`config.mk`:
```
export PLATFORM = sky130hd
export DESIGN_NAME = input_route_buffer
export DESIGN_NICKNAME = d
export VERILOG_FILES = /design/src/rtl/noc_pkg.sv /design/src/rtl/xy_route_calc.sv /design/src/rtl/input_route_buffer.sv
export SDC_FILE = /design/constraint.sdc
export NUM_CORES = 1
export LEC_CHECK = 0
export CAP_MARGIN = 40
export CORE_MARGIN = 2
export CORE_UTILIZATION = 40
export CTS_CLUSTER_DIAMETER = 150
export DETAILED_ROUTE_END_ITERATION = 8
export GPL_ROUTABILITY_DRIVEN = 0
export PLACE_DENSITY = 0.72
export SETUP_SLACK_MARGIN = 0.05
export SYNTH_ARGS = -nofsm -noshare
export SYNTH_HDL_FRONTEND = slang
export SYNTH_SLANG_ARGS = --single-unit
```
`constraint.sdc`:
```
create_clock -name clk -period 3.6 [get_ports clk]
set_input_delay 1.08 -clock clk [delete_from_list [all_inputs] [get_ports clk]]
set_output_delay 1.08 -clock clk [all_outputs]
set_load 0.02 [all_outputs]
```
`src/rtl/noc_pkg.sv`:
```
// Shared NoC router codes: output-port requests, arbiter input selects,
// flit types, head-flit field offsets and input-buffer FSM states.
package noc_pkg;

    localparam logic [2:0] REQ_L    = 3'b000;
    localparam logic [2:0] REQ_E    = 3'b001;
    localparam logic [2:0] REQ_W    = 3'b010;
    localparam logic [2:0] REQ_N    = 3'b011;
    localparam logic [2:0] REQ_S    = 3'b100;
    localparam logic [2:0] REQ_NONE = 3'b111;

    localparam logic [2:0] SEL_L = 3'd0;
    localparam logic [2:0] SEL_N = 3'd1;
    localparam logic [2:0] SEL_E = 3'd2;
    localparam logic [2:0] SEL_S = 3'd3;
    localparam logic [2:0] SEL_W = 3'd4;

    typedef enum logic [1:0] {
        FT_BODY     = 2'b00,
        FT_HEAD     = 2'b01,
        FT_TAIL     = 2'b10,
        FT_HEADTAIL = 2'b11
    } flit_type_e;

    localparam int HEAD_DEST_Y_LSB = 0;

    typedef enum logic {
        ST_IDLE,
        ST_ACTIVE
    } ibuf_state_e;

    function automatic int head_dest_x_lsb(int coord_w);
        return coord_w;
    endfunction

    function automatic logic is_head(logic [1:0] t);
        return (flit_type_e'(t) == FT_HEAD) ||
               (flit_type_e'(t) == FT_HEADTAIL);
    endfunction

    function automatic logic is_last(logic [1:0] t);
        return (flit_type_e'(t) == FT_TAIL) ||
               (flit_type_e'(t) == FT_HEADTAIL);
    endfunction

endpackage

```
`src/rtl/xy_route_calc.sv`:
```
// Combinational XY (dimension-order) route decode: X resolved first,
// then Y, local port when both coordinates match.
module xy_route_calc
    import noc_pkg::*;
#(
    parameter int COORD_W = 4,
    parameter int LOCAL_X = 0,
    parameter int LOCAL_Y = 0
) (
    input  logic [COORD_W-1:0] dest_x,
    input  logic [COORD_W-1:0] dest_y,
    output logic [2:0]         route
);

    localparam logic [COORD_W-1:0] LX = COORD_W'(LOCAL_X);
    localparam logic [COORD_W-1:0] LY = COORD_W'(LOCAL_Y);

    always_comb begin
        route = REQ_L;
        if (dest_x > LX) begin
            route = REQ_E;
        end else if (dest_x < LX) begin
            route = REQ_W;
        end else if (dest_y > LY) begin
            route = REQ_N;
        end else if (dest_y < LY) begin
            route = REQ_S;
        end
    end

endmodule

```
`src/rtl/input_route_buffer.sv`:
```
// Router input port: flit FIFO plus XY route FSM feeding the switch arbiter.
// Define NOC_IBUF_STATS_EN to add pkt_cnt / drop_cnt statistics outputs.
module input_route_buffer
    import noc_pkg::*;
#(
    parameter int FLIT_W     = 18,
    parameter int COORD_W    = 4,
    parameter int DEPTH      = 4,
    parameter int LOCAL_X    = 0,
    parameter int LOCAL_Y    = 0,
    parameter int N_REGISTER = 3
) (
    input  logic                  clk,
    input  logic                  rst,
    input  logic [FLIT_W-1:0]     data_in,
    input  logic                  valid_in,
    output logic                  full,
    output logic [FLIT_W-1:0]     data_out,
    output logic [N_REGISTER-1:0] request,
    input  logic                  grant
`ifdef NOC_IBUF_STATS_EN
    ,
    output logic [15:0]           pkt_cnt,
    output logic [7:0]            drop_cnt
`endif
);

    localparam int PTR_W  = $clog2(DEPTH);
    localparam int CNT_W  = PTR_W + 1;
    localparam int DX_LSB = head_dest_x_lsb(COORD_W);

    localparam logic [CNT_W-1:0]      FULL_CNT = CNT_W'(DEPTH);
    localparam logic [N_REGISTER-1:0] RQ_NONE  = N_REGISTER'(REQ_NONE);

    logic [FLIT_W-1:0] mem [DEPTH];
    logic [PTR_W-1:0]  wr_ptr;
    logic [PTR_W-1:0]  rd_ptr;
    logic [CNT_W-1:0]  count;

    ibuf_state_e           state;
    ibuf_state_e           state_n;
    logic [N_REGISTER-1:0] request_n;

    logic             empty;
    logic             push;
    logic             pop;
    logic             pop_pkt;
    logic             pop_last;
    logic             pop_stray;
    logic [1:0]       head_type;
    logic [COORD_W-1:0] dest_x;
    logic [COORD_W-1:0] dest_y;
    logic [2:0]       route;

    assign empty     = (count == '0);
    assign full      = (count == FULL_CNT);
    assign push      = valid_in && !full;
    assign pop       = pop_pkt || pop_stray;
    assign data_out  = mem[rd_ptr];
    assign head_type = data_out[FLIT_W-1 -: 2];
    assign dest_x    = data_out[DX_LSB +: COORD_W];
    assign dest_y    = data_out[HEAD_DEST_Y_LSB +: COORD_W];

    xy_route_calc #(
        .COORD_W (COORD_W),
        .LOCAL_X (LOCAL_X),
        .LOCAL_Y (LOCAL_Y)
    ) u_route (
        .dest_x (dest_x),
        .dest_y (dest_y),
        .route  (route)
    );

    // Request only changes on head latch or tail pop, so the arbiter
    // sees one stable port for the whole packet.
    always_comb begin
        state_n   = state;
        request_n = request;
        pop_pkt   = 1'b0;
        pop_last  = 1'b0;
        pop_stray = 1'b0;
        unique case (state)
            ST_IDLE: begin
                if (!empty) begin
                    if (is_head(head_type)) begin
                        request_n = N_REGISTER'(route);
                        state_n   = ST_ACTIVE;
                    end else begin
                        pop_stray = 1'b1;
                    end
                end
            end
            ST_ACTIVE: begin
                pop_pkt  = grant && !empty;
                pop_last = pop_pkt && is_last(head_type);
                if (pop_last) begin
                    request_n = RQ_NONE;
                    state_n   = ST_IDLE;
                end
            end
            default: begin
                state_n   = ST_IDLE;
                request_n = RQ_NONE;
            end
        endcase
    end

    always_ff @(posedge clk) begin
        if (rst) begin
            state   <= ST_IDLE;
            request <= RQ_NONE;
            wr_ptr  <= '0;
            rd_ptr  <= '0;
            count   <= '0;
        end else begin
            state   <= state_n;
            request <= request_n;
            if (push) begin
                wr_ptr <= wr_ptr + 1'b1;
            end
            if (pop) begin
                rd_ptr <= rd_ptr + 1'b1;
            end
            unique case ({push, pop})
                2'b10:   count <= count + 1'b1;
                2'b01:   count <= count - 1'b1;
                default: count <= count;
            endcase
        end
    end

    // Storage is not reset; contents are only read when count says valid.
    always_ff @(posedge clk) begin
        if (push) begin
            mem[wr_ptr] <= data_in;
        end
    end

`ifdef NOC_IBUF_STATS_EN
    always_ff @(posedge clk) begin
        if (rst) begin
            pkt_cnt  <= '0;
            drop_cnt <= '0;
        end else begin
            if (pop_last && (pkt_cnt != '1)) begin
                pkt_cnt <= pkt_cnt + 1'b1;
            end
            if (pop_stray && (drop_cnt != '1)) begin
                drop_cnt <= drop_cnt + 1'b1;
            end
        end
    end
`endif

endmodule

```
---- Yosys cells after proc, flatten, opt, wreduce, memory -nomap -nowiden ----
Memory sizes are Yosys's and may differ from the RTL's. A register that Yosys moved wholly into a read port is not among the register bits.
Index checks and enable logic that the tools add are counted.
word-level totals
  bits in registers ....................... 11
  memory bits (writable) .................. 72
  output and inout port bits .............. 22
  logic and storage cells ................. 56
  memories kept ........................... 1
operators by class
  $add $sub $neg .......................... 4
  $lt $le $gt $ge ......................... 4
  eq/ne operators ......................... 9
  mux-type cells .......................... 21
  bitwise gates (word level) .............. 1
  reduce and logical (&&, ||, !) cells .... 11
memories
  name  words  width  rd ports  clocked after Yosys merged registers in  write ports  line                      text
  mem   4      18     1         1                                        1            input_route_buffer.sv:35  logic [FLIT_W-1:0] mem [DEPTH];
operators with widths
  cell                   count
  $mux W3                7
  $pmux W3 S2            2
  $mux W1                9
  $gt A4 B1 Y1 const B   2
  $lt A4 B1 Y1 const B   2
  $eq A2 B2 Y1 const B   3
  $add A2 B1 Y2 const B  2
  $eq A2 B1 Y1 const B   2
  $mux W2                2
  $ne A2 B2 Y1 const B   2
  $add A3 B1 Y3 const B  1
  $eq A3 B3 Y1 const B   1
  $logic_and A1 B1 Y1    3
  $logic_not A3 Y1       1
  $logic_or A1 B1 Y1     3
  $reduce_and A3 Y1      1
  $sub A3 B1 Y3 const B  1
  $logic_not A1 Y1       2
  $ne A2 B1 Y1 const B   1
  $pmux W1 S2            1
  $reduce_bool A2 Y1     1
  $not A1 Y1             1

---- Depth between registers and ports, before layout ----
Gate-level depths: netlist (run 1).
  depth in word-level cells ............... 8
  mapped depth ............................ 10
  gate-level depth less buffers ........... 9

---- Hierarchy ----
A second synthesis (run 1) with hierarchy kept.
second synthesis, totals
  cells, all modules ...................... 173
  area, all modules ....................... 3,293.2 um^2
modules (own cells, without submodules)
  module              instances  cells each  area each (um^2)
  input_route_buffer  1          167         3,253.1
  xy_route_calc       1          6           40.0

---- Worst setup path before layout (run 1) ----
OpenSTA, ideal clock, no wires.
  path type ............................... input-to-reg
  from .................................... input grant
  to ...................................... register count[2]
  setup time .............................. 71 ps
  arrival ................................. 2,587 ps
  required time ........................... 3,529 ps
  setup slack ............................. 942 ps
  cell stages on the path ................. 8
  cells stage by stage .................... nor2b_1 > a211oi_4 > ha_1 > inv_1 > fa_1 > xor2_1 > or3_1 > a21oi_1
between the ends
  word-level cells in the longest chain between the ends .. 5
  elaborated cells between the ends (all ways) .. 7
ends and longest elaborated chain
  item                                                      line                       text
  start, declared                                           input_route_buffer.sv:20   input logic grant
  $logic_and A1 B1 Y1 (*)                                   input_route_buffer.sv:94   pop_pkt = grant && !empty;
  $mux W1 (*)                                               input_route_buffer.sv:82   unique case (state)
  $logic_or A1 B1 Y1 (*)                                    input_route_buffer.sv:58   assign pop = pop_pkt || pop_stray;
  via pop                                                   input_route_buffer.sv:46   logic pop;
  $eq A2 B1 Y1 / $eq A2 B2 Y1 (equally long branches)       input_route_buffer.sv:124  unique case ({push, pop})
  $pmux W3 S2 / $reduce_bool A2 Y1 (equally long branches)  --
  end signal, assigned                                      input_route_buffer.sv:125  2'b10: count <= count + 1'b1;
  end signal, assigned                                      input_route_buffer.sv:126  2'b01: count <= count - 1'b1;
  end signal, assigned                                      input_route_buffer.sv:127  default: count <= count;
  end, declared                                             input_route_buffer.sv:38   logic [CNT_W-1:0] count;
Mark *: on every way through the listed nets, which the timed path passes. The rest lies on a longest branch.
A chain may end at the register's enable or synchronous reset.

==> run metrics, run 1 <==
TritonRoute pass-1 iters 4; post-synthesis net count 207; CTS root buf clkbuf_8; Top Ports 44; Post-DP Area 3960 sq um; crit path kind flop to primary output; register-to-register setup slack 640 ps; vias in the first global route 1650; Hold Buf Count CTS 0; Tot Pwr between 2 and 3 mW; Worst Skew approximately 12 ps; Compound-Gate Fraction of Synth Area 0.0387; post-synthesis sequential area ratio 0.721; CP arrival 2260 ps; setup TNS after final layout 0 ps; synthesized area per cell 18.8 sq um; Syn-to-layout area delta 23.1%; vias per std cell 4.97; Max Cap Viol 0; total routed wirelength 5.63 mm; post-route cell area roughly 4100 sq um; worst hold path class flop to flop; Synth Instances 179; post_cts resized 0; fin crit period roughly 3300 ps; Distinct cells, synth 40; WL met1 2.40 mm; NumNets Final 263; deepest clock path buffer count 2; clk_lat worst skew 350 ps; initial antenna violation count 0; Cell Area, Synth 3360 sq um; status finished, final reports clean; Pwr Density 720 nW/um^2; simple logic cell fraction of the synthesized area 0.0547; Synth Area in Adders 0.0246; setup ws final 261 ps; required time of the critical path 2520 ps; main combinational cell family by area after synthesis multiplexers; core area between 8000 and 9000 sq um; global-route wire length before repair 8.67 mm; Peak VDD IR about 230 uV; average wire per standard cell 16.3 um; path depth of the worst reg2reg path 9; port bufs 43; relative slew slack 0.742; Initial Util 0.411; Peak Freq 0.299 GHz; max-slew violation count 0; most used flip-flop cell after synthesis edfxtp_1; commonest non-fill, non-tap cell in the layout edfxtp_1; DR top layer met4; pre-CTS setup slack 295 ps; FF+latch count, synth 85; Die H 95.6 um; via count 1713; Max FO, Critical Path 19; Worst Setup EP data_out[4]; Worst Max-Slew Pin Slew 385 ps; ant diodes 0; routed length on met2 2.91 mm; Hold Fails Final Rpt 0; RSZ-0062 raised after global routing no; wire length on met3 226 um; Die Width 95.6 um; commonest cells after routing, fill and taps aside 72 x edfxtp_1, 43 x clkdlybuf4s50_1, 14 x mux4_2, 13 x dfxtp_1, 10 x nor2_1; CTS tree done; Post-Synth XOR/XNOR Area 0.0104; final instance count without filler cells ~350; grt ovf 0; TritonCTS Sinks 85; number of synthesized flops with an enable pin 72; Leak 1.36 nW; Hold WS roughly 530 ps; H-tree levels 3; die area 9150 sq um; reg2reg end count[2]; Synth warnings 0; post-layout util 0.506; post-CTS setup buffer count 0; async set or reset register ratio after synthesis 0; # setup viols final 0; Clk pin slew, worst setup/hold paths about 90 ps; multiplexer share of the synthesized area 0.130; cell row count 33; DRC 0; Post-Place Cells 329; cts bufs inserted 9; 1st-iter DRT viols between 50 and 60; largest net degree at the start of global routing 20; gr usage total 0.135; Worst setup EP type primary output; crit path launch type flop; Post-DP HPWL 3.70 mm; fin crit share 0.928; layout cells sized above 1 0.179; antenna-violating nets left 0
cells in the mapped netlist (3+ instances only):
master    number  share of area
edfxtp_1      72           0.64
mux2i_1        7          0.021
inv_1          9          0.010
dfxtp_1       13          0.077
nor2_1        10          0.011
ha_1           5          0.019
a21oi_1        4         0.0060
mux4_2        14          0.094
and2_1         4         0.0074
buf_2          3         0.0045
nor2b_1        3         0.0056
worst max-delay path, stage by stage (launching register included):
cell             delay (ps)
dfxtp_1                 440
buf_12                  230
mux4_1                  650
clkdlybuf4s50_1         580
worst min-delay path by stage:
stage                     from    endpoint  slack [ps]  depth (start not counted)
floorplan             count[2]    count[2]         480                          2
global placement      count[2]    count[2]         500                          2
detailed placement    count[2]    count[2]         520                          2
CTS                   count[2]    count[2]         540                          2
global route        request[2]  request[2]         560                          2
finish                count[2]    count[2]         530                          2
per-layer routing:
layer | GRT usage | vias to the layer above
li1 | - | 815
met1 | 0.164 | 860
met2 | 0.215 | 30
met3 | 0.0372 | 8
met4 | 0.0810 | 0
met5 | 0 | -
sequential cells by signal, summed over array words and instances (netlist names), named ones only:
| signal | count |
|---|---|
| request | 3 |
| mem | 72 |
| state | 1 |
| rd_ptr | 2 |
| wr_ptr | 2 |
| count | 3 |
layout make-up:
cell class,instances,area (sq um)
Multi-Input combinational cell,79,870
Timing Repair Buffer,51,503
Inverter,9,33.8
Fill cell,669,4040
Clock buffer,9,124
Sequential cell,85,2420
Tap cell,105,131
Clock inverter,7,51.3
report_power, final:
part | leakage, nW | switching (mW) | internal [mW]
Combinational | 0.504 | 0.569 | 0.532
Clock | 0.0872 | 0.332 | 0.253
Sequential | 0.767 | 0.0710 | 1.22
cell families after synthesis:
family                     Yosys count
AOI/OAI and AO/OA                   16
xor gates and xnor gates             4
adders and majority gates            6
buffers and inverters               15
DFF                                 85
muxes                               23
and+or+nand+nor                     30
No activity file was read; power rests on OpenSTA's default activity.
==> run 2, diff against run 1 <==
--- a/config.mk
+++ b/config.mk
@@ -6,7 +6,7 @@
 export NUM_CORES = 1
 export LEC_CHECK = 0
 export CAP_MARGIN = 40
-export CORE_MARGIN = 2
+export CORE_MARGIN = 4
 export CORE_UTILIZATION = 40
 export CTS_CLUSTER_DIAMETER = 150
 export DETAILED_ROUTE_END_ITERATION = 8
==> run 2 against run 1 <==
Critical path depth unchanged. Worst setup slack improved by 99 ps. Clock skew decreased by 3.5 ps. Utilization increased by 0.17 points. Maximum frequency increased by 3.0%. Sequential share of layout area decreased by 0.19 points. Count of clock-buffer cells in the layout unchanged. Die area increased by 8.5%. Critical endpoint is now data_out[5]. Largest power group unchanged.
==> run metrics, run 2 (synthesized netlist as in run 1, its figures left out) <==
core area 8180 sq um (unchanged); Syn-to-layout area delta 23.5%; DRC 0 (unchanged); Max FO, Critical Path 22 (+3); vias in the first global route 1873 (+14%); commonest cells after routing, fill and taps aside 72 x edfxtp_1, 43 x clkdlybuf4s50_1, 14 x mux4_2, 13 x dfxtp_1, 10 x nor2_1; Post-Place Cells 328 (-0.30%); TritonRoute pass-1 iters 4 (unchanged); antenna-violating nets left 0 (unchanged); post_cts resized 0 (unchanged); average wire per standard cell 17.0 um (+4.0%); layout cells sized above 1 0.176 (-0.00343); Initial Util 0.411 (unchanged); crit path kind flop to primary output; fin crit period 3240 ps (-98.8 ps); Worst Setup EP data_out[5]; Worst Skew 8.05 ps (-3.48 ps); setup TNS after final layout 0 ps (unchanged); required time of the critical path 2520 ps (about the same); largest net degree at the start of global routing 23 (+15%); relative slew slack 0.765 (+0.0223); pre-CTS setup slack 292 ps (-2.82 ps); Post-DP HPWL 3.83 mm (+3.5%); grt ovf 0 (unchanged); CTS tree done; cell row count 33 (unchanged); reg2reg end count[2]; Most flops, register mem; clk_lat worst skew 340 ps (about the same); Worst setup EP type primary output; H-tree levels 3 (unchanged); Hold Startpoint count[2]; commonest non-fill, non-tap cell in the layout edfxtp_1; Peak Freq 0.309 GHz (+3.0%); vias per std cell 5.00 (+0.64%); max-slew violation count 0 (unchanged); Clk pin slew, worst setup/hold paths 80 ps (about the same); deepest clock path buffer count 2 (unchanged); Die H 99.6 um (+4.2%); Hold Buf Count CTS 0 (unchanged); path depth of the worst reg2reg path 9 (unchanged); via count 1719 (+0.35%); Worst Max-Slew Pin Slew 352 ps (-33.3 ps); max FFs per register 72 (unchanged); TritonCTS Sinks 85 (unchanged); setup ws final 360 ps (+98.8 ps); CP arrival 2160 ps (-100 ps); RSZ-0062 raised after global routing no; total routed wirelength 5.83 mm (+3.7%); Die Width 99.6 um (+4.2%); # setup viols final 0 (unchanged); Pwr Density 735 nW/um^2 (+2.1%); fin crit share 0.900 (-0.0274); Top Registers mem (72), count (3), request (3); crit path launch type flop; Hold Fails Final Rpt 0 (unchanged); 1st-iter DRT viols 127 (+120%); ant diodes 0 (unchanged); status finished, final reports clean; Peak VDD IR 239 uV (+2.6%); die area 9930 sq um (+8.5%); Max Cap Viol 0 (unchanged); register-to-register setup slack 720 ps (+80 ps); global-route wire length before repair 9.52 mm (+9.8%); NumNets Final 262 (-0.38%); final instance count without filler cells 344 (-0.29%); CTS root buf clkbuf_8; post-layout util 0.507 (+0.00168); gr usage total 0.128 (-0.00694); worst hold path class flop to flop; Leak 1.36 nW (+0.37%); initial antenna violation count 0 (unchanged); port bufs 43 (unchanged); Top Ports 44 (unchanged); cts bufs inserted 9 (unchanged); post-CTS setup buffer count 0 (unchanged)
run 2: cell count changes in the layout (fill, tap and decap cells not counted), sizes merged:
cell	previous run	this run
inv	10	11
bufinv	0	1
buf	8	7
clkinv	5	3
run 2: stage by stage:
step                      total power, mW  instance area [sq um]  hold WS [ps]
after CTS                            3.10                   4150           525
after detailed placement             2.44                   3950           512
after global placement               2.42                   3950           510
after floorplan                      2.02                   3360           475
after global routing                 3.22                   4150           548
final                                3.05                   4150           529
run 2: cell type report:
type	instances	area, sq um
Clock inverter	7	72.6
Fill cell	686	4030
Multi-Input combinational cell	79	870
Inverter	9	33.8
Sequential cell	85	2420
Clock buffer	9	124
Timing Repair Buffer	50	495
Tap cell	105	131
run 2: how the worst min path moves through the flow:
stage,to,cells after the start,slack (ps)
after floorplan,count[2],2,480
after global placement,count[2],2,510
after detailed placement,count[2],2,510
after CTS,count[2],2,530
after global routing,count[2],2,550
final,count[2],2,530
run 2: critical path, cell delays in order, from the launching register on:
cell,delay [ps]
dfxtp_1,360
buf_12,210
mux4_1,650
clkdlybuf4s50_1,590
run 2: metal layers:
metal,routed length [um],track usage,vias up
li1,-,-,814
met1,2450,0.151,866
met2,3110,0.222,30
met3,165,0.0266,9
met4,107,0.0651,0
met5,0,0,-
run 2: power by group:
| group | internal, mW | switching [mW] | leakage (nW) |
|---|---|---|---|
| combinational | 0.530 | 0.583 | 0.498 |
| clock | 0.323 | 0.327 | 0.0976 |
| sequential | 1.22 | 0.0660 | 0.767 |
==> run 3, diff against run 2 <==
--- a/config.mk
+++ b/config.mk
@@ -6,6 +6,7 @@
 export NUM_CORES = 1
 export LEC_CHECK = 0
 export CAP_MARGIN = 40
+export CORE_ASPECT_RATIO = 0.7
 export CORE_MARGIN = 4
 export CORE_UTILIZATION = 40
 export CTS_CLUSTER_DIAMETER = 150
==> run 3 against run 2 <==
Flip-flop and latch count is the same. Clock skew fell by 0.52 ps. Non-clock buffer count is 1 higher. Register-to-register slack about the same. Count of clock-buffer cells in the layout up 3. Largest cell class unchanged. Highest routed layer unchanged.
==> run metrics, run 3 (synthesized netlist as in run 1, its figures left out) <==
gr usage total 0.127 (-0.000918); CTS root buf clkbuf_16; Syn-to-layout area delta 27.2%; grt ovf 0 (unchanged); die area 9950 sq um (+0.23%); Die Width 118 um (+18%); Worst setup EP type primary output; cts bufs inserted 9 (unchanged); Top Ports 44 (unchanged); required time of the critical path 2520 ps (about the same); Max FO, Critical Path 22 (unchanged); ant diodes 0 (unchanged); Post-Place Cells 325 (-0.91%); Hold Buf Count CTS 0 (unchanged); Post-DP HPWL 3.84 mm (+0.28%); RSZ-0062 raised after global routing no; Tot Pwr 3.36 mW (+10%); CP arrival 2150 ps (about the same); setup TNS after final layout 0 ps (unchanged); Hold Startpoint request[0]; status finished, final reports clean; clk_lat worst skew 330 ps (about the same); TritonCTS Sinks 85 (unchanged); core area 8010 sq um (-2.1%); Peak VDD IR 268 uV (+12%); vias per std cell 5.07 (+1.4%); Clk pin slew, worst setup/hold paths 50 ps (-30 ps); NumNets Final 263 (+0.38%); Die H 84.7 um (-15%); Top Registers mem (72), count (3), request (3); DRC 0 (unchanged); max-slew violation count 0 (unchanged); max FFs per register 72 (unchanged); Pwr Density 785 nW/um^2 (+6.8%); Hold WS 519 ps (-10.6 ps); 1st-iter DRT viols 57 (-55%); Hold Fails Final Rpt 0 (unchanged); commonest non-fill, non-tap cell in the layout edfxtp_1; crit path kind flop to primary output; # setup viols final 0 (unchanged); fin crit period 3230 ps (-13.7 ps); antenna-violating nets left 0 (unchanged); Initial Util 0.420 (+0.00867); average wire per standard cell 16.9 um (about the same); total routed wirelength 5.78 mm (-0.94%); post_cts resized 0 (unchanged); global-route wire length before repair 9.52 mm (unchanged); deepest clock path buffer count 2 (unchanged); commonest cells after routing, fill and taps aside 72 x edfxtp_1, 43 x clkdlybuf4s50_1, 14 x mux4_2, 13 x dfxtp_1, 10 x nor2_1; layout cells sized above 1 0.175 (-0.000732); Leak 1.42 nW (+4.4%); port bufs 43 (unchanged); H-tree levels 3 (unchanged); vias in the first global route 1811 (-3.3%); Worst Max-Slew Pin Slew 373 ps (+21.4 ps); post-CTS setup buffer count 0 (unchanged); cell row count 27 (-18%); initial antenna violation count 0 (unchanged); TritonRoute pass-1 iters 4 (unchanged); Max Cap Viol 0 (unchanged); Peak Freq 0.310 GHz (+0.42%); final instance count without filler cells 341 (-0.87%); worst hold path class flop to flop; CTS tree done; crit path launch type flop; Worst Skew 7.52 ps (-0.525 ps); Most flops, register mem; fin crit share 0.896 (-0.00381); via count 1728 (+0.52%); largest net degree at the start of global routing 23 (unchanged); relative slew slack 0.749 (-0.0156)
## run 3: cell type report
type,count,area [sq um]
clock buffer,12,246
clock inverter,4,72.6
fill,638,3730
inverter,9,33.8
multi-input combinational,79,870
sequential,85,2420
tap,101,126
timing repair buffer,51,503
## run 3: worst paths after layout
check,slack (ps),cells after the start,to
setup / recovery,370,3,data_out[4]
hold / removal,520,2,request[0]
setup reg to reg,720,9,count[2]
hold reg to reg,520,2,request[0]
## run 3: layer usage
| layer | up-vias | global-route usage | routed length (um) |
|---|---|---|---|
| met3 | 9 | 0.0471 | 211 |
| met2 | 30 | 0.208 | 2840 |
| met4 | 0 | 0.0447 | 82 |
| met1 | 871 | 0.158 | 2650 |
| li1 | 818 | - | - |
| met5 | - | 0 | 0 |
## run 3: critical path: stages (launching register included)
cell             delay [ps]
dfxtp_1                 360
buf_12                  210
mux4_1                  670
clkdlybuf4s50_1         580
## run 3: power by group
| group | total (mW) | internal, mW | switching, mW |
|---|---|---|---|
| sequential | 1.29 | 1.22 | 0.0693 |
| combinational | 1.11 | 0.530 | 0.575 |
| clock | 0.958 | 0.625 | 0.333 |
## run 3: stage by stage
step	util	setup slack (ps)	cell area [sq um]
floorplan	-	942	3360
global placement	0.494	334	3960
detailed placement	0.494	272	3960
CTS	0.534	340	4270
global route	0.534	283	4270
finish	0.534	373	4270
